===== config.mk =====
export PLATFORM = sky130hd
export DESIGN_NAME = branch_pht
export DESIGN_NICKNAME = d
export VERILOG_FILES = /design/src/rtl/branch_pht_pkg.sv /design/src/rtl/sat_counter_next.sv /design/src/rtl/branch_pht.sv
export SDC_FILE = /design/constraint.sdc
export NUM_CORES = 1
export LEC_CHECK = 0
export ABC_AREA = 1
export ABC_CLOCK_PERIOD_IN_PS = 12400
export CAP_MARGIN = 20
export CORE_AREA = 2 2 117 175
export DETAILED_ROUTE_END_ITERATION = 8
export DIE_AREA = 0 0 119 177
export SETUP_SLACK_MARGIN = 0.5
export SYNTH_ARGS = -nofsm -noshare
export SYNTH_HDL_FRONTEND = slang
export SYNTH_SLANG_ARGS = --single-unit

===== constraint.sdc =====
create_clock -name clk -period 12.4 [get_ports clk]
set_clock_uncertainty 0.05 [all_clocks]
set_input_delay 2.48 -clock clk [delete_from_list [all_inputs] [get_ports clk]]
set_output_delay 2.48 -clock clk [all_outputs]
set_load 0.005 [all_outputs]

===== src/rtl/branch_pht_pkg.sv =====
// Shared branch-predictor constants: default table geometry and the
// weakly-not-taken counter value used to initialise every PHT entry.
package branch_pht_pkg;

    localparam int DEFAULT_CTR_WIDTH   = 2;
    localparam int DEFAULT_INDEX_WIDTH = 6;
    localparam int DEFAULT_USE_GHR     = 1;

    // Weakly-not-taken: MSB clear, all lower bits set (01, 011, 0111, ...).
    function automatic int weakNotTaken(input int ctrWidth);
        return (1 << (ctrWidth - 1)) - 1;
    endfunction

endpackage


===== src/rtl/sat_counter_next.sv =====
// Next-value logic for one saturating up/down counter of any width.
// Taken counts up and sticks at all-ones, not-taken counts down and sticks
// at zero, so the counter never wraps.
module sat_counter_next #(
    parameter int CTR_WIDTH = 2
) (
    input  logic [CTR_WIDTH-1:0] curCtr,
    input  logic                 taken,
    output logic [CTR_WIDTH-1:0] nextCtr
);

    // Step toward the resolved direction unless already at that end.
    always_comb begin
        nextCtr = curCtr;
        if (taken) begin
            if (curCtr != '1) begin
                nextCtr = curCtr + 1'b1;
            end
        end else begin
            if (curCtr != '0) begin
                nextCtr = curCtr - 1'b1;
            end
        end
    end

endmodule


===== src/rtl/branch_pht.sv =====
// Pattern history table: 2^INDEX_WIDTH saturating counters, optionally
// gshare-indexed with the global history register. Lookups from fetch are
// registered (one-cycle latency); updates from branch resolution write back
// on the same edge, with same-index same-cycle updates forwarded into the
// prediction.
//
// Valid semantics: lookup_valid and update_valid are single-cycle requests
// with no ready/back-pressure; each one presented at an edge is consumed at
// that edge. predict_valid is high for exactly the cycle after an accepted
// lookup, and predict_ctr/predict_taken hold their value otherwise.
module branch_pht
    import branch_pht_pkg::*;
#(
    parameter int CTR_WIDTH   = DEFAULT_CTR_WIDTH,
    parameter int INDEX_WIDTH = DEFAULT_INDEX_WIDTH,
    parameter int USE_GHR     = DEFAULT_USE_GHR
) (
    input  logic                   clk,
    input  logic                   rst,
    input  logic                   lookup_valid,
    input  logic [INDEX_WIDTH-1:0] lookup_pc_idx,
    output logic                   predict_valid,
    output logic                   predict_taken,
    output logic [CTR_WIDTH-1:0]   predict_ctr,
    input  logic                   update_valid,
    input  logic [INDEX_WIDTH-1:0] update_pc_idx,
    input  logic                   update_taken,
    output logic [INDEX_WIDTH-1:0] ghr
);

    localparam int                   DEPTH   = 1 << INDEX_WIDTH;
    localparam logic [CTR_WIDTH-1:0] WEAK_NT = CTR_WIDTH'(weakNotTaken(CTR_WIDTH));

    logic [CTR_WIDTH-1:0]   phtTable [DEPTH];
    logic [INDEX_WIDTH-1:0] ghrReg;
    logic [INDEX_WIDTH-1:0] histMask;
    logic [INDEX_WIDTH-1:0] lookupIdx;
    logic [INDEX_WIDTH-1:0] updateIdx;
    logic [CTR_WIDTH-1:0]   updateCur;
    logic [CTR_WIDTH-1:0]   updateNext;
    logic [CTR_WIDTH-1:0]   lookupCtr;
    logic                   fwdHit;

    assign ghr = ghrReg;

    // Both indices hash with the history as it stood before this edge.
    assign histMask  = (USE_GHR != 0) ? ghrReg : '0;
    assign lookupIdx = lookup_pc_idx ^ histMask;
    assign updateIdx = update_pc_idx ^ histMask;

    assign updateCur = phtTable[updateIdx];

    sat_counter_next #(
        .CTR_WIDTH(CTR_WIDTH)
    ) u_satNext (
        .curCtr (updateCur),
        .taken  (update_taken),
        .nextCtr(updateNext)
    );

    // A same-cycle update to the looked-up entry wins over the stale value.
    assign fwdHit    = update_valid && (updateIdx == lookupIdx);
    assign lookupCtr = fwdHit ? updateNext : phtTable[lookupIdx];

    // Counter table: reset to weakly-not-taken, write back resolved branches.
    always_ff @(posedge clk or posedge rst) begin
        if (rst) begin
            for (int i = 0; i < DEPTH; i++) begin
                phtTable[i] <= WEAK_NT;
            end
        end else if (update_valid) begin
            phtTable[updateIdx] <= updateNext;
        end
    end

    // Global history: shift in each resolved direction, newest at bit 0.
    always_ff @(posedge clk or posedge rst) begin
        if (rst) begin
            ghrReg <= '0;
        end else if (update_valid) begin
            ghrReg <= {ghrReg[INDEX_WIDTH-2:0], update_taken};
        end
    end

    // Prediction registers: capture on lookup, otherwise hold the last result.
    always_ff @(posedge clk or posedge rst) begin
        if (rst) begin
            predict_valid <= 1'b0;
            predict_taken <= 1'b0;
            predict_ctr   <= WEAK_NT;
        end else begin
            predict_valid <= lookup_valid;
            if (lookup_valid) begin
                predict_ctr   <= lookupCtr;
                predict_taken <= lookupCtr[CTR_WIDTH-1];
            end
        end
    end

endmodule


==> results.yml <==
run_status:
  status: "finished, final reports clean"
worst_setup_path:
  critPathKind: "input port to flip-flop"
  cp.arrival_ns: 6.23
  reg2reg_slack_ns: 8.35
  timing.rr.end: "phtTable[101]"
  crit_end: "phtTable[101]"
  crit_top_cell: "nand2_1"
  critPathCaptureType: "flip-flop"
  critPathLaunch: "update_pc_idx[0]"
  critPathSlowestCell: "buf_4"
  ff2ff_path_depth: 16
  crit_required_ns: 12.65
  slowest_delay_ns: 0.58
  reg2reg_from: "ghr[0]"
  cp_cell_sequence: "clkdlybuf4s50_1 > nand2_1 > nand2_2 > buf_4 > nand2_1 > nand3_1 > nand3_1 > nand3_1 > nand2_1 > nor2_1 > nand3_1 > nand2_1 > nand2_1 > inv_2 > buf_12 > o21ai_0"
  cp_max_fo: 54
  cp-start-kind: "input port"
floorplan:
  dieHeight_um: 177
  core.rowCount: 63
  die_w_um: 119
  pin_count: 27
  start_util_pct: 44.13
  die_area_sq_um: 21060
  core_sq_um: 19630
synth:
  ys_ff_latch: 137
  ys_warn_count: 0
  ys_types: 28
  yosys-top-cells-area: "nand2_1, dfrtp_1, dfstp_2"
  syn_area_sq_um: 8662
  post-synth-top-area-fraction_pct: 21.02
  synth.largest_area_cell: "nand2_1"
  yosysSeqAreaShare_pct: 40.52
  syn-instance-count: 1261
  syn_avg_cell_area_sq_um: 6.869
  syn_nets: 1278
placement:
  dpl_cell_area_sq_um: 9126
  gp_congestion: 0.8720
  dp_hpwl_um: 17620
  placedCellCount: 1500
  io_buffer_count: 26
final_layout:
  nets: 1279
  stdcell_count: 1535
  drive_above_1_share_pct: 14.82
  insertedDiodeCount: 0
  fin_util_pct: 49.86
  fillers: 1941
  syn2layout_area_growth_pct: 12.99
  design_area_sq_um: 9787
power_and_ir_drop:
  p_leak_nw: 4.332
  max-vdd-ir-drop_mv: 0.1174
  p_per_area_nw_per_um2: 237.2
  fin_total_pwr_mw: 2.322
global_routing:
  grt_antenna_before_repair: 0
  grt_max_degree: 72
  grt-ovfl-total: 0
  grt_pass1_vias: 7967
  grt_pass1_wl_um: 44140
  grt_use_total_pct: 27.40
clock_tree:
  clkLatencyLatePin_ns: 0.44
  cts_buffers: 17
  cts-hold-fix-buffers: 0
  cts_tree: "yes"
  clkTransAtPathRegs_ns: 0.06
  cts_resized: 0
  ctsRootBufferMaster: "clkbuf_16"
  cts_setup_buffers: 0
  cts_num_sinks: 137
  htree_levels: 4
  clk_path_buf_depth: 2
route:
  routedWlPerCell_um: 18.29
  viasPerCell: 5.429
  drtIter0Drc: 842
  antenna_left: 0
  drc: 0
  drt_first_pass_iters: 6
  vias: 8333
  wl_um: 28070
hold_path:
  hold_class: "flip-flop to flip-flop"
  hp-start: "predict_ctr[0]"
  worstHoldPathCells: 2
sta:
  max_slew_margin_pct: 19.77
  period_minus_slack_ns: 5.986
  tns_ns: 0
  rsz0062_at_grt: "no"
  hold_violations: 0
  tightest_slew_ns: 1.199
  post-route-period-util_pct: 48.27
  report.final.slew_viol_count: 0
  setup-violations-final: 0
  fmax_mhz: 167.1
run:
  maxCapViolations: 0
==> cells in the mapped netlist <==
| master | number |
|---|---|
| nand2_1 | 485 |
| nand3_1 | 244 |
| inv_1 | 141 |
| o21ai_0 | 75 |
| dfrtp_1 | 72 |
| dfstp_2 | 65 |
| o21ai_2 | 45 |
| clkbuf_1 | 30 |
| buf_2 | 19 |
| nor2_1 | 15 |
| o21ai_1 | 11 |
| nor3_2 | 8 |
| buf_6 | 6 |
| o211ai_1 | 6 |
| xnor2_1 | 6 |
| buf_1 | 4 |
| inv_2 | 4 |
| nand4_1 | 4 |
| xor2_1 | 4 |
| clkinv_1 | 3 |
| nor3_1 | 3 |
| xnor2_2 | 3 |
| buf_4 | 2 |
| o22ai_1 | 2 |
| a21oi_1 | 1 |
| nand2_2 | 1 |
| xnor2_4 | 1 |
| xor2_2 | 1 |
==> report_power, final <==
part / total (mW) / switching (mW) / internal [mW]
sequential: 0.897 / 0.164 / 0.732
combinational: 0.899 / 0.587 / 0.312
clock: 0.526 / 0.209 / 0.317
==> stage by stage <==
step / hold slack, ns / worst slack [ns]
after global routing: 0.4453 / 6.193
after detailed placement: 0.4230 / 5.810
after CTS: 0.4368 / 6.225
final: 0.4337 / 6.414
after global placement: 0.4148 / 6.009
after floorplan: 0.4030 / 6.310
==> cells by family after synthesis <==
| kind of cell | Yosys count | synth area share [%] |
|---|---|---|
| and+or+nand+nor | 760 | 37.22 |
| DFF | 137 | 40.52 |
| AOI/OAI and AO/OA | 140 | 10.24 |
| buffers and inverters | 209 | 9.938 |
| xor gates and xnor gates | 15 | 2.080 |
==> worst max-delay path: cells and delay by family <==
family	cells	cell delay, ns
AO/OA/AOI/OAI	1	0.13
buffers and inverters	4	1.79
AND/OR/NAND/NOR	11	1.78
==> how the worst min path moves through the flow <==
stage / endpoint / slack, ns
floorplan: phtTable[101] / 0.40
global placement: phtTable[45] / 0.41
detailed placement: phtTable[123] / 0.42
CTS: predict_ctr[0] / 0.44
global route: predict_ctr[0] / 0.45
finish: predict_ctr[0] / 0.43
==> cell type report <==
class / instances / area, sq um / share of cell area (%)
clock buffers: 18 / 429.2 / 4.385
clock inverters: 14 / 172.7 / 1.764
inverters: 148 / 560.5 / 5.727
multi-input cells: 915 / 4365 / 44.60
flip-flops and latches: 137 / 3510 / 35.86
well taps: 260 / 325.3 / 3.324
repair buffers: 43 / 424.2 / 4.334
==> flip-flops by register name, indices dropped and copies added (netlist names) <==
| signal | count |
|---|---|
| predict_taken | 1 |
| predict_ctr | 1 |
| ghr | 6 |
| predict_valid | 1 |
| phtTable | 128 |
==> cell usage in the layout, fill, tap and decap left out, types with 14 or more instances in the layout <==
cell,count
o21ai_0,75
clkbuf_16,17
nand3_1,244
dfstp_2,65
buf_4,14
inv_1,140
nor2_1,15
clkdlybuf4s50_1,26
nand2_1,480
o21ai_2,45
dfrtp_1,72
==> layer usage <==
metal | wire, um | up-vias | track usage, %
met4 | 1031 | 0 | 12.85
met5 | 0 | - | 0
met3 | 1559 | 82 | 4.575
li1 | - | 4033 | -
met1 | 11450 | 3910 | 32.53
met2 | 14040 | 308 | 48.16
Power figures use the tool's default switching activity.
